## src/rtl/yblock_cfg_loader.sv

```systemverilog
// yblock_cfg_loader
// Feeds a yblock array one config row at a time. It drives cbitin, confclk
// and reset to the block, and it captures the row that falls out of cbitout
// on every strobe, so the old configuration is read back during a new load.
module yblock_cfg_loader #(
    parameter int BLOCKWIDTH  = 8,
    parameter int BLOCKHEIGHT = 8,
    parameter int STROBE_W    = 1,
    parameter int CLR_CYCLES  = 2
) (
    input  logic                  clk,
    input  logic                  reset_n,
    input  logic                  start,
    input  logic                  clr_first,
    input  logic                  abort,
    input  logic [BLOCKWIDTH-1:0] row_data,
    input  logic                  row_valid,
    output logic                  row_ready,
    output logic [BLOCKWIDTH-1:0] cbitin,
    output logic                  confclk,
    output logic                  blk_reset,
    input  logic [BLOCKWIDTH-1:0] cbitout,
    output logic [BLOCKWIDTH-1:0] rb_data,
    output logic                  rb_valid,
    output logic                  busy,
    output logic                  done,
    output logic                  aborted
);

    // One counter times both the CLEAR phase and the confclk high phase.
    localparam int CNT_MAX = (STROBE_W > CLR_CYCLES) ? STROBE_W : CLR_CYCLES;
    localparam int CNT_W   = $clog2(CNT_MAX + 1);
    localparam int ROW_W   = $clog2(BLOCKHEIGHT + 1);

    localparam logic [CNT_W-1:0] STROBE_LAST = CNT_W'(STROBE_W - 1);
    localparam logic [CNT_W-1:0] CLR_LAST    = CNT_W'(CLR_CYCLES - 1);
    localparam logic [ROW_W-1:0] ROW_LAST    = ROW_W'(BLOCKHEIGHT - 1);

    typedef enum logic [2:0] {
        ST_IDLE,
        ST_CLEAR,
        ST_WAIT,
        ST_SETUP,
        ST_STROBE,
        ST_HOLD,
        ST_DONE
    } state_t;

    state_t                  state_q, state_d;
    logic [CNT_W-1:0]        cnt_q, cnt_d;
    logic [ROW_W-1:0]        row_cnt_q, row_cnt_d;
    logic [BLOCKWIDTH-1:0]   cbitin_q, cbitin_d;
    logic [BLOCKWIDTH-1:0]   rb_data_q, rb_data_d;
    logic                    ready_q, ready_d;
    logic                    confclk_q, confclk_d;
    logic                    blk_reset_q, blk_reset_d;
    logic                    rb_valid_q, rb_valid_d;
    logic                    busy_q, busy_d;
    logic                    done_q, done_d;
    logic                    aborted_q, aborted_d;
    logic                    fire;
    logic                    abort_now;

    // Next state, counters and the registered-output values they imply.
    always_comb begin
        state_d   = state_q;
        cnt_d     = cnt_q;
        row_cnt_d = row_cnt_q;

        fire      = (state_q == ST_WAIT) && ready_q && row_valid;
        abort_now = abort && (state_q != ST_IDLE);

        case (state_q)
            ST_IDLE: begin
                if (start && !abort) begin
                    row_cnt_d = '0;
                    cnt_d     = '0;
                    state_d   = clr_first ? ST_CLEAR : ST_WAIT;
                end
            end
            ST_CLEAR: begin
                if (cnt_q == CLR_LAST) begin
                    cnt_d   = '0;
                    state_d = ST_WAIT;
                end else begin
                    cnt_d = cnt_q + CNT_W'(1);
                end
            end
            ST_WAIT: begin
                if (fire) begin
                    state_d = ST_SETUP;
                end
            end
            ST_SETUP: begin
                cnt_d   = '0;
                state_d = ST_STROBE;
            end
            ST_STROBE: begin
                if (cnt_q == STROBE_LAST) begin
                    cnt_d   = '0;
                    state_d = ST_HOLD;
                end else begin
                    cnt_d = cnt_q + CNT_W'(1);
                end
            end
            ST_HOLD: begin
                row_cnt_d = row_cnt_q + ROW_W'(1);
                state_d   = (row_cnt_q == ROW_LAST) ? ST_DONE : ST_WAIT;
            end
            ST_DONE: begin
                state_d = ST_IDLE;
            end
            default: begin
                state_d = ST_IDLE;
            end
        endcase

        // Abort beats everything else; the partial shift stays in the block.
        if (abort_now) begin
            state_d   = ST_IDLE;
            row_cnt_d = '0;
            cnt_d     = '0;
        end

        // WAIT spends one settle cycle before offering row_ready; the last
        // CLEAR cycle doubles as that settle cycle.
        ready_d     = (state_d == ST_WAIT) &&
                      (((state_q == ST_WAIT) && !fire) || (state_q == ST_CLEAR));
        confclk_d   = (state_d == ST_STROBE);
        blk_reset_d = (state_d == ST_CLEAR);
        busy_d      = (state_d != ST_IDLE);
        done_d      = (state_d == ST_DONE);
        rb_valid_d  = (state_q == ST_SETUP) && (state_d == ST_STROBE);
        aborted_d   = abort_now;

        cbitin_d  = ((state_q == ST_WAIT) && (state_d == ST_SETUP)) ? row_data : cbitin_q;
        // cbitout is sampled on the edge that raises confclk, i.e. pre-shift.
        rb_data_d = rb_valid_d ? cbitout : rb_data_q;
    end

    // State and output registers; reset drives the block into reset.
    always_ff @(posedge clk or negedge reset_n) begin
        if (!reset_n) begin
            state_q     <= ST_IDLE;
            cnt_q       <= '0;
            row_cnt_q   <= '0;
            cbitin_q    <= '0;
            rb_data_q   <= '0;
            ready_q     <= 1'b0;
            confclk_q   <= 1'b0;
            blk_reset_q <= 1'b1;
            rb_valid_q  <= 1'b0;
            busy_q      <= 1'b0;
            done_q      <= 1'b0;
            aborted_q   <= 1'b0;
        end else begin
            state_q     <= state_d;
            cnt_q       <= cnt_d;
            row_cnt_q   <= row_cnt_d;
            cbitin_q    <= cbitin_d;
            rb_data_q   <= rb_data_d;
            ready_q     <= ready_d;
            confclk_q   <= confclk_d;
            blk_reset_q <= blk_reset_d;
            rb_valid_q  <= rb_valid_d;
            busy_q      <= busy_d;
            done_q      <= done_d;
            aborted_q   <= aborted_d;
        end
    end

    assign row_ready = ready_q;
    assign cbitin    = cbitin_q;
    assign confclk   = confclk_q;
    assign blk_reset = blk_reset_q;
    assign rb_data   = rb_data_q;
    assign rb_valid  = rb_valid_q;
    assign busy      = busy_q;
    assign done      = done_q;
    assign aborted   = aborted_q;

endmodule

```

## config.mk

```make
export PLATFORM = sky130hd
export DESIGN_NAME = yblock_cfg_loader
export DESIGN_NICKNAME = d
export VERILOG_FILES = /design/src/rtl/yblock_cfg_loader.sv
export SDC_FILE = /design/constraint.sdc
export NUM_CORES = 1
export LEC_CHECK = 0
export ABC_AREA = 1
export BUFFER_PORTS_ARGS = -buffer_cell sky130_fd_sc_hd__buf_2
export CAP_MARGIN = 25
export CORE_UTILIZATION = 51
export CTS_CLUSTER_DIAMETER = 80
export DETAILED_ROUTE_END_ITERATION = 12
export PLACE_DENSITY_LB_ADDON = 0.12
export SKIP_LAST_GASP = 1
export SLEW_MARGIN = 10
export SYNTH_ARGS = -nofsm -noshare
export SYNTH_HDL_FRONTEND = slang
export SYNTH_SLANG_ARGS = --single-unit
```

## constraint.sdc

```tcl
create_clock -name clk -period 1.75 [get_ports clk]
set_input_delay 0.4375 -clock clk [delete_from_list [all_inputs] [get_ports clk]]
set_output_delay 0.4375 -clock clk [all_outputs]
set_load 0.01 [all_outputs]
```

After elaboration in Yosys (flattened, before gate mapping)
Index checks and enable logic that the tools add are counted.
Word-level totals
  word-level logic and storage cells: 62
  input port bits: 22
  output and inout port bits: 23
  flip-flop bits (word level): 32
Operators by class
  equal/unequal tests: 13
  add/subtract/negate cells: 2
  muxes and demuxes: 16
  reductions and logical operators: 19
Operator list (count)
  $mux 3: 6
  $pmux 3 s6: 1
  $eq 3x2->1 const B: 4
  $eq 3x3->1 const B: 4
  $mux 2: 5
  $reduce_bool 3->1: 3
  $logic_and 1x1->1: 8
  $mux 4: 2
  $pmux 2 s4: 1
  $pmux 4 s2: 1
  $eq 3x1->1 const B: 2
  $reduce_bool 5->1: 1
  $add 4x1->4 const B: 1
  $eq 4x3->1 const B: 1
  $reduce_and 2->1: 2
  $logic_not 3->1: 1
  $ne 3x3->1 const B: 1
  $add 2x1->2 const B: 1
  $eq 2x1->1 const B: 1
  $logic_not 1->1: 2
  $logic_not 2->1: 1
  $logic_or 1x1->1: 1

Logic depth before layout (Yosys ltp)
Gate-level depths: netlist of run 1.
  word-level depth: 8
  gate-level depth with buffers: 11
  gate-level depth less buffers: 11

Least setup slack after synthesis of run 1
Ideal clock, no wire load.
  kind: reg-to-reg
  start: register cnt_q[0]
  end: register rb_data_q[4], in the netlist rb_data[4]
  setup slack: 267 ps
  cell stages (with the launch flop): 11
  buffers on the path: 1
  required time: 1633 ps
  data arrival time: 1366 ps
  cell sequence: dfrtp_1 ha_1 inv_1 nand2_1 nand2_1 nand2_1 nor2_2 nand4_4 buf_6 nand2_2 o21ai_2
Between the ends
  longest elaborated chain between the ends: 6
  elaborated cells on any way between the ends: 8
  classes of those cells: eq/ne (2); mux (4); reduce/logical (2)
RTL lines
  start: declaration: line 50  | logic [CNT_W-1:0] cnt_q, cnt_d;
  start signal: assignment: line 158  | cnt_q <= cnt_d;
  $eq 2x1->1 / $logic_not 2->1 (equally long branches): line 82, 99
  $mux 3, on equally long branches: line 82, 99
  $pmux 3 s6 *: line 73  | case (state_q)
  $mux 3 *: line 119  | if (abort_now) begin
  $eq 3x3->1 *: line 133  | rb_valid_d = (state_q == ST_SETUP) && (state_d == ST_STROBE);
  $logic_and 1x1->1 *: line 133
  end signal: assignment: line 161  | rb_data_q <= rb_data_d;
  end: declaration: line 53  | logic [BLOCKWIDTH-1:0] rb_data_q, rb_data_d;
Mark *: on every way between the ends. The rest lies on a longest branch, timed or not.
A chain may end at the register's enable or synchronous reset.

Final worst setup path of run 1
  start: register cnt_q[1]
  end: register rb_data_q[5], in the netlist rb_data[5]
The elaborated chain is that of the path after synthesis.

==> flow_summary.ini, run 1 <==
[status]
status = finished with violations
violations = design-rule violations

[yosys]
yosys_warnings = 0
synth_cell_types = 25
synth_edf_count = 0
synth_ff_type = dfrtp_1
syn_area_sq_mm = 0.00158
syn_nets = 202
synthArstFlopShare = 1.00
synthTopCellsByArea = dfrtp_1 49%, nand2_1 11%, nand3_1 5.4%, inv_1 5.2%, o21ai_2 4.4%
synth_common_cells = 46 x nand2_1, 31 x dfrtp_1, 22 x inv_1
syn_area_per_cell_sq_um = 8.98
syn_inst = 176
synth_most_common_cell = nand2_1
yosysTopAreaCell = dfrtp_1
ys_seq_elements = 32
yosysSeqAreaShare = 0.508
synth_top_area_frac = 0.491

[clocking]
clock-root-buffer = clkbuf_4
clock_latency_ns = 0.33
clock_sinks = 32
htree_levels = 2
clkTransAtPathRegs_ns = 0.10
postCtsHoldBufs = 0
numCtsBuffers = 5
clockBufferDepth = 2
cts_tree = yes

[global_route]
antenna_found_initial = 0
grt_pass1_vias = 1275
grt_max_degree = 33
grt_usage = 0.225
grt_overflow = 0
grt_pass1_wl_um = 5530

[setup_path]
crit_type = reg2reg
end_kind = flip-flop
path_cells = inv_1 > ha_1 > inv_1 > nand3_1 > nand2_2 > nor2_8 > nand4_4 > buf_4 > nand2_1 > o21ai_2
r2r_start = cnt_q[1]
critical_path.top_delay_family = simple AND/OR/NAND/NOR gates
crit_top_cell = inv_1
cp_num_buf_inv = 3
crit_fanout = 5
crit_arrival_ns = 1.86
critPathLaunchType = flip-flop
crit_start = cnt_q[1]
cpPeakStageDelay_ns = 0.39
required_ns = 1.98
slowest_stage = dfrtp_1

[sta]
fin_skew_ns = 0.0110
min_period_ns = 1.63
final-hold-violation-count = 0
setup_ws_ns = 0.117
fin_crit_sh = 0.933
drv_slew = 0
tightest_slew_ns = 0.684
setup-violations-final = 0
hold_ws_ns = 0.140
relSlewSlack = 0.544
fmax_mhz = 612

[placed_design]
io_buffers = 44
hpwl_um = 2350
placed_cell_area_sq_mm = 0.00183
routabilityCongestion = 0.843
pre_cts_ws_ns = 0.0259

[pwr]
powerDensity_mw_per_mm2 = 1510
power_frac_comb = 0.430
ir_worst_vdd_v = 0.000960
switchingPower_uw = 1190
seqPwrFrac = 0.386
intPower_uw = 1770
swShare = 0.401
p_leak_uw = 0.00114
totalPowerFinal_uw = 2960
power_frac_clock = 0.184

[drt]
firstDrtPassIters = 8
wire_per_inst_um = 12.1
totalWireLength_um = 3170
via_per_inst = 5.08
vias = 1331
drc = 1
drtIter0Drc = 85
ant_nets = 0

[die]
die_area_sq_mm = 0.00333
fp.dieW_um = 57.7
fp-row-count = 19
initial_core_util = 0.554
coreArea_sq_mm = 0.00285
die-height_um = 57.7
ios = 45

[flow_run]
cap_violations = 0

[finish]
n_antenna_cell = 0
drive_gt1_frac = 0.385
area_growth_pct = 23.6
final_nets = 256
fin_util = 0.685
final_design_area_no_fill_sq_mm = 0.00195

[worst_hold_path]
hp-class = in2async
==> metal layers <==
metal,up-vias,GRT usage,wire (um)
met5,-,0,0
met4,0,0.0816,40
met3,4,0.0804,131
met2,40,0.375,1620
met1,624,0.273,1380
li1,663,-,-
==> cells by family after synthesis <==
family / after synthesis / share of synthesized area
and+or+nand+nor: 88 / 0.283
buffers and inverters: 32 / 0.0879
DFF: 32 / 0.508
AOI/OAI and AO/OA: 19 / 0.0847
adders and majority gates: 4 / 0.0317
xor gates and xnor gates: 1 / 0.00554
==> power groups by stage <==
stage               logic [uW]  registers [uW]  clock network (uW)
floorplan                  778            1270                   0
global placement          1250            1170                   0
detailed placement        1300            1170                   0
CTS                       1300            1170                 557
global route              1440            1170                 597
finish                    1270            1140                 544
==> path summary, 6_finish.rpt <==
path,to,slack [ns],depth (start not counted)
max,rb_data[5],0.12,10
max in group asynchronous,row_cnt_q[2],1.16,1
max reg2reg,rb_data[5],0.12,10
min,rb_data[3],0.14,1
min reg2reg,cbitin[6],0.48,2
min in group clk,rb_data[7],0.33,3
==> worst register-to-register path, cell delays in order, from the launching register on <==
cell	delay (ns)
dfrtp_1	0.39
inv_1	0.10
ha_1	0.15
inv_1	0.05
nand3_1	0.11
nand2_2	0.10
nor2_8	0.16
nand4_4	0.16
buf_4	0.20
nand2_1	0.07
o21ai_2	0.05
==> sequential cells by signal, summed over array words and instances (netlist names) <==
signal and flops:
blk_reset 1, row_cnt_q 4, cnt_q 2, done 1
busy 1, cbitin 8, rb_valid 1, state_q 3
rb_data 8, aborted 1, row_ready 1, confclk 1
==> cell type report <==
class | instances | area, sq um
Clock inverter | 2 | 35.0
Inverter | 29 | 109
Multi-Input combinational cell | 112 | 649
Fill cell | 236 | 900
Sequential cell | 32 | 802
Timing Repair Buffer | 50 | 278
Tap cell | 31 | 38.8
Clock buffer | 6 | 41.3
==> cells in the final DEF, fill, tap and decap left out <==
cell type and count:
nand2_1 46, buf_2 44, dfrtp_1 31, inv_1 22, nand3_1 17, o21ai_2 8, inv_2 7, nor2_1 6
nand2_2 5, o21ai_0 5, clkbuf_4 5, buf_4 5, ha_1 4, nor2_2 3, nor2_4 3, nand4_1 3
a21oi_1 3, nand2_4 2, nor2_8 1, nor3_2 1, nand4_4 1, o31ai_1 1, o22ai_1 1, xor2_1 1
a32o_1 1, dfstp_2 1, clkbuf_1 1, bufinv_16 1, clkinv_2 1, buf_12 1
==> metrics by stage <==
| stage | TNS (ns) | instances |
|---|---|---|
| 2_1_floorplan | 0 | 176 |
| 3_3_place_gp | 0 | 251 |
| 3_5_place_dp | 0 | 251 |
| 4_1_cts | 0 | 259 |
| 5_1_grt | -0.0353 | 262 |
| 6_report | 0 | 262 |
==> repair_timing <==
action                                  CTS  global route
buffers inserted                          0             3
endpoints found under the setup margin    0            15
gates resized for setup                   0             2
Power figures use the tool's default switching activity.
==> run 2: changes to the inputs <==
--- a/config.mk
+++ b/config.mk
@@ -12,6 +12,7 @@
 export CTS_CLUSTER_DIAMETER = 80
 export DETAILED_ROUTE_END_ITERATION = 12
 export PLACE_DENSITY_LB_ADDON = 0.12
+export RECOVER_POWER = 50
 export SKIP_LAST_GASP = 1
 export SLEW_MARGIN = 10
 export SYNTH_ARGS = -nofsm -noshare
==> flow_summary.ini, run 2 (same netlist as run 1, synthesis figures left out) <==
[clocking]
clock_sinks = 32
cts_tree = yes
postCtsHoldBufs = 0
clockBufferDepth = 2
clock-root-buffer = clkbuf_4
htree_levels = 2
clkTransAtPathRegs_ns = 0.10
clock_latency_ns = 0.33
numCtsBuffers = 5

[status]
violations = design-rule violations
status = finished with violations

[finish]
layout_common_cells = 46 x nand2_1, 34 x buf_2, 31 x dfrtp_1, 22 x inv_1, 17 x nand3_1
final_nets = 256
final_common_cell = nand2_1
area_growth_pct = 22.9
n_antenna_cell = 0
drive_gt1_frac = 0.346
final_design_area_no_fill_sq_mm = 0.00194

[drt]
wire_per_inst_um = 12.0
drtIter0Drc = 108
ant_nets = 0
wl_met3_um = 123
vias = 1335
m1WireLength_um = 1340
top_layer_used = met4
via_per_inst = 5.10
drc = 1
totalWireLength_um = 3150
wl_met2_um = 1640
firstDrtPassIters = 8

[worst_hold_path]
hp-class = in2async

[setup_path]
required_ns = 1.97
crit_fanout = 5
critPathLaunchType = flip-flop
crit_type = reg2reg
end_kind = flip-flop
crit_arrival_ns = 1.86

[sta]
fmax_mhz = 612
fin_skew_ns = 0.0111
setup-violations-final = 0
final-hold-violation-count = 0
drv_slew = 0
tightest_slew_ns = 0.770
relSlewSlack = 0.487
min_period_ns = 1.63
hold_ws_ns = 0.169
fin_crit_sh = 0.934

[die]
die-height_um = 57.7
fp-row-count = 19
die_area_sq_mm = 0.00333
coreArea_sq_mm = 0.00285
initial_core_util = 0.554
fp.dieW_um = 57.7
ios = 45

[pwr]
powerDensity_mw_per_mm2 = 1510
p_leak_uw = 0.00110
ir_worst_vdd_v = 0.000942

[placed_design]
placed_cell_area_sq_mm = 0.00183
io_buffers = 44
routabilityCongestion = 0.843
hpwl_um = 2350

[global_route]
antenna_found_initial = 0
grt_pass1_vias = 1275
grt_overflow = 0
grt_pass1_wl_um = 5530
grt_max_degree = 33
grt_usage = 0.225

[flow_run]
cap_violations = 0
==> run 2: area by class of cell <==
type	instances	area [sq um]
Clock inverter	2	35.0
Tap cell	31	38.8
Multi-Input combinational cell	112	649
Fill cell	243	911
Timing Repair Buffer	50	267
Inverter	29	109
Sequential cell	32	802
Clock buffer	6	41.3
==> run 2: repair_timing <==
| item | 4_1_cts | 5_1_grt |
|---|---|---|
| buffers inserted | 0 | 3 |
| gates resized for setup | 0 | 2 |
| endpoints found under the setup margin | 0 | 15 |
==> run 2: worst max-delay path: stages (launching register included) <==
cell	delay [ns]
dfrtp_1	0.39
inv_1	0.10
ha_1	0.15
inv_1	0.05
nand3_1	0.11
nand2_2	0.10
nor2_8	0.15
nand4_4	0.16
buf_4	0.20
nand2_1	0.07
o21ai_2	0.05
==> run 2: worst paths after layout <==
path,startpoint,end,slack [ns],cells past startpoint
setup / recovery,cnt_q[1],rb_data[5],0.12,10
hold / removal,reset_n,rb_data[3],0.17,1
setup reg to reg,cnt_q[1],rb_data[5],0.12,10
hold reg to reg,cbitin[6],cbitin[6],0.48,2
max in group asynchronous,reset_n,row_cnt_q[2],1.09,1
min in group clk,cbitout[7],rb_data[7],0.33,3
==> run 2: through the flow <==
stage	setup WS (ns)	TNS [ns]	cells	utilization	power (uW)
2_1_floorplan	0.267	0	176	-	2050
3_3_place_gp	0.127	0	251	0.642	2420
3_5_place_dp	0.0259	0	251	0.642	2480
4_1_cts	0.000487	0	259	0.669	3030
5_1_grt	-0.0169	-0.0353	262	0.681	3190
6_report	0.116	0	262	0.681	2940
==> run 2: per-layer routing <==
layer,global-route usage,up-vias
li1,-,663
met1,0.273,630
met2,0.375,38
met3,0.0804,4
met4,0.0816,0
met5,0,-
==> run 2: power breakdown <==
part / switching [uW] / total (uW) / internal, uW
Sequential: 154 / 1140 / 988
Clock: 244 / 544 / 299
Combinational: 787 / 1250 / 465
Total: 1190 / 2940 / 1750
==> run 3: changes to the inputs <==
--- a/config.mk
+++ b/config.mk
@@ -5,10 +5,10 @@
 export SDC_FILE = /design/constraint.sdc
 export NUM_CORES = 1
 export LEC_CHECK = 0
-export ABC_AREA = 1
-export BUFFER_PORTS_ARGS = -buffer_cell sky130_fd_sc_hd__buf_2
+export ABC_AREA = 0
+export BUFFER_PORTS_ARGS = -buffer_cell sky130_fd_sc_hd__buf_4
 export CAP_MARGIN = 25
-export CORE_UTILIZATION = 51
+export CORE_UTILIZATION = 50
 export CTS_CLUSTER_DIAMETER = 80
 export DETAILED_ROUTE_END_ITERATION = 12
 export PLACE_DENSITY_LB_ADDON = 0.12
==> flow_summary.ini, run 3 <==
[status]
status = finished with violations
violations = design-rule violations

[clocking]
clock_latency_ns = 0.33
clock-root-buffer = clkbuf_4
clockBufferDepth = 2
htree_levels = 2
cts_tree = yes
postCtsHoldBufs = 0
clkTransAtPathRegs_ns = 0.10
clock_sinks = 32
numCtsBuffers = 5

[placed_design]
hpwl_um = 2080
pre_cts_ws_ns = 0.0772
routabilityCongestion = 0.852
placed_cell_area_sq_mm = 0.00190
dp.cells = 202
io_buffers = 44

[sta]
final-hold-violation-count = 0
fin_skew_ns = 0.0108
fin_crit_sh = 0.952
setup-violations-final = 0
fmax_mhz = 600
drv_slew = 0
min_period_ns = 1.67
setup_ws_ns = 0.0832
relSlewSlack = 0.501
tightest_slew_ns = 0.749

[die]
ios = 45
coreArea_sq_mm = 0.00283
die_area_sq_mm = 0.00328
die-height_um = 57.3
fp-row-count = 19
initial_core_util = 0.540
fp.dieW_um = 57.3

[yosys]
synthArstFlopShare = 1.00
synth_common_cells = 31 x dfrtp_1, 16 x mux2_2, 8 x nor2_1
syn_area_per_cell_sq_um = 11.9
synth_cell_types = 33
syn_inst = 129
synth_edf_count = 0
synth_most_common_cell = dfrtp_1
yosys.area_share.simple = 0.175
yosysTopAreaCell = dfrtp_1
syn_area_sq_mm = 0.00153
synthTopCellsByArea = dfrtp_1 51%, mux2_2 12%, ha_1 3.3%, and3b_1 2.3%, o21ai_0 2.3%
synth_top_family_by_area = simple AND/OR/NAND/NOR gates
yosysSeqAreaShare = 0.525
yosys.area_share.adder = 0.0327
yosys_warnings = 0
synth_xor_xnor_area_share = 0
synth_top_area_frac = 0.507
syn_nets = 155
muxShareOfSynthArea = 0.124
ys_seq_elements = 32
synth_ff_type = dfrtp_1
synth_compound_area_frac = 0.0990

[global_route]
grt_pass1_wl_um = 4680
antenna_found_initial = 0
grt_pass1_vias = 1037
grt_max_degree = 33
grt_usage = 0.191
grt_overflow = 0

[drt]
vias = 1132
drc = 4
via_per_inst = 5.36
totalWireLength_um = 2870
ant_nets = 0
drtIter0Drc = 31
firstDrtPassIters = 8
wire_per_inst_um = 13.6

[setup_path]
critPathLaunchType = flip-flop
end_kind = flip-flop
crit_arrival_ns = 1.90
required_ns = 1.98
crit_type = reg2reg
crit_fanout = 14

[finish]
final_design_area_no_fill_sq_mm = 0.00195
layout_common_cells = 38 x buf_4, 30 x dfrtp_1, 16 x mux2_2, 11 x clkbuf_1, 8 x nor2_1
drive_gt1_frac = 0.400
finalNonFillerCells = 211
final_common_cell = buf_4
fillers = 223
final_nets = 205
area_growth_pct = 27.5
n_antenna_cell = 0
fin_util = 0.689

[worst_hold_path]
hp-class = in2async

[pwr]
p_leak_uw = 0.000966
totalPowerFinal_uw = 2480
ir_worst_vdd_v = 0.000617
powerDensity_mw_per_mm2 = 1270

[flow_run]
cap_violations = 0
-- run 3: changes by cell type in the layout (fill, tap and decap cells not counted), moves of 4 or more --
cell	previous run	this run
inv_1	22	6
and3b_1	0	4
o21ai_2	8	0
nand2_1	46	6
buf_2	34	0
nand2_2	5	0
buf_4	5	38
inv_2	7	0
mux2_2	0	16
nand3_1	17	3
-- run 3: timing repair --
item | CTS | global route
endpoints found under the hold margin | 0 | 0
resized for setup | 0 | 3
setup endpoints to repair | 0 | 10
buffers inserted | 0 | 1
-- run 3: routing by layer --
| metal | wire length (um) | track usage | up-vias |
|---|---|---|---|
| met3 | 186 | 0.0703 | 2 |
| li1 | - | - | 559 |
| met4 | 26 | 0.0627 | 0 |
| met1 | 1270 | 0.246 | 537 |
| met5 | 0 | 0 | - |
| met2 | 1390 | 0.303 | 34 |
-- run 3: per-stage QoR --
stage / TNS, ns / hold WS [ns]
floorplan: 0 / 0.142
global placement: 0 / 0.388
detailed placement: 0 / 0.390
CTS: 0 / 0.0177
global route: -0.0356 / 0.207
finish: 0 / 0.154
-- run 3: final timing paths --
| kind | startpoint | to | slack, ns | cells past startpoint |
|---|---|---|---|---|
| min reg2reg | cbitin[1] | cbitin[1] | 0.51 | 1 |
| max in group asynchronous | reset_n | state_q[0] | 1.08 | 1 |
| max reg2reg | state_q[2] | confclk | 0.08 | 4 |
| max | state_q[2] | confclk | 0.08 | 4 |
| min in group clk | row_data[2] | cbitin[2] | 0.33 | 2 |
| min | reset_n | done | 0.15 | 1 |
-- run 3: kinds of logic (layout without fill, tap and decap cells) --
logic type               after synthesis  after routing
multiplexers                          17             17
AO/OA/AOI/OAI                         22             22
buffers and inverters                 13             64
flip-flops                            32             32
adder cells (fa/ha/maj)                4              4
AND/OR/NAND/NOR                       41             41
-- run 3: cell type report --
type	instances	area [sq um]	share of cell area
clock buffer	7	45.0	0.0231
clock inverter	1	5.00	0.00257
inverter	6	22.5	0.0116
multi-input combinational	84	671	0.344
sequential	32	803	0.412
tap	31	38.8	0.0199
timing repair buffer	50	364	0.187
-- run 3: where the power goes --
group	total [uW]	internal, uW	switching [uW]
logic	1010	525	488
registers	1080	938	144
clock network	391	156	235
total	2480	1620	866
-- run 3: critical path, stage by stage, from the launching register on --
cell and delay, ns:
dfrtp_1 0.62, o21ai_0 0.18, a21oi_1 0.42, nor2_1 0.15, and3_1 0.21
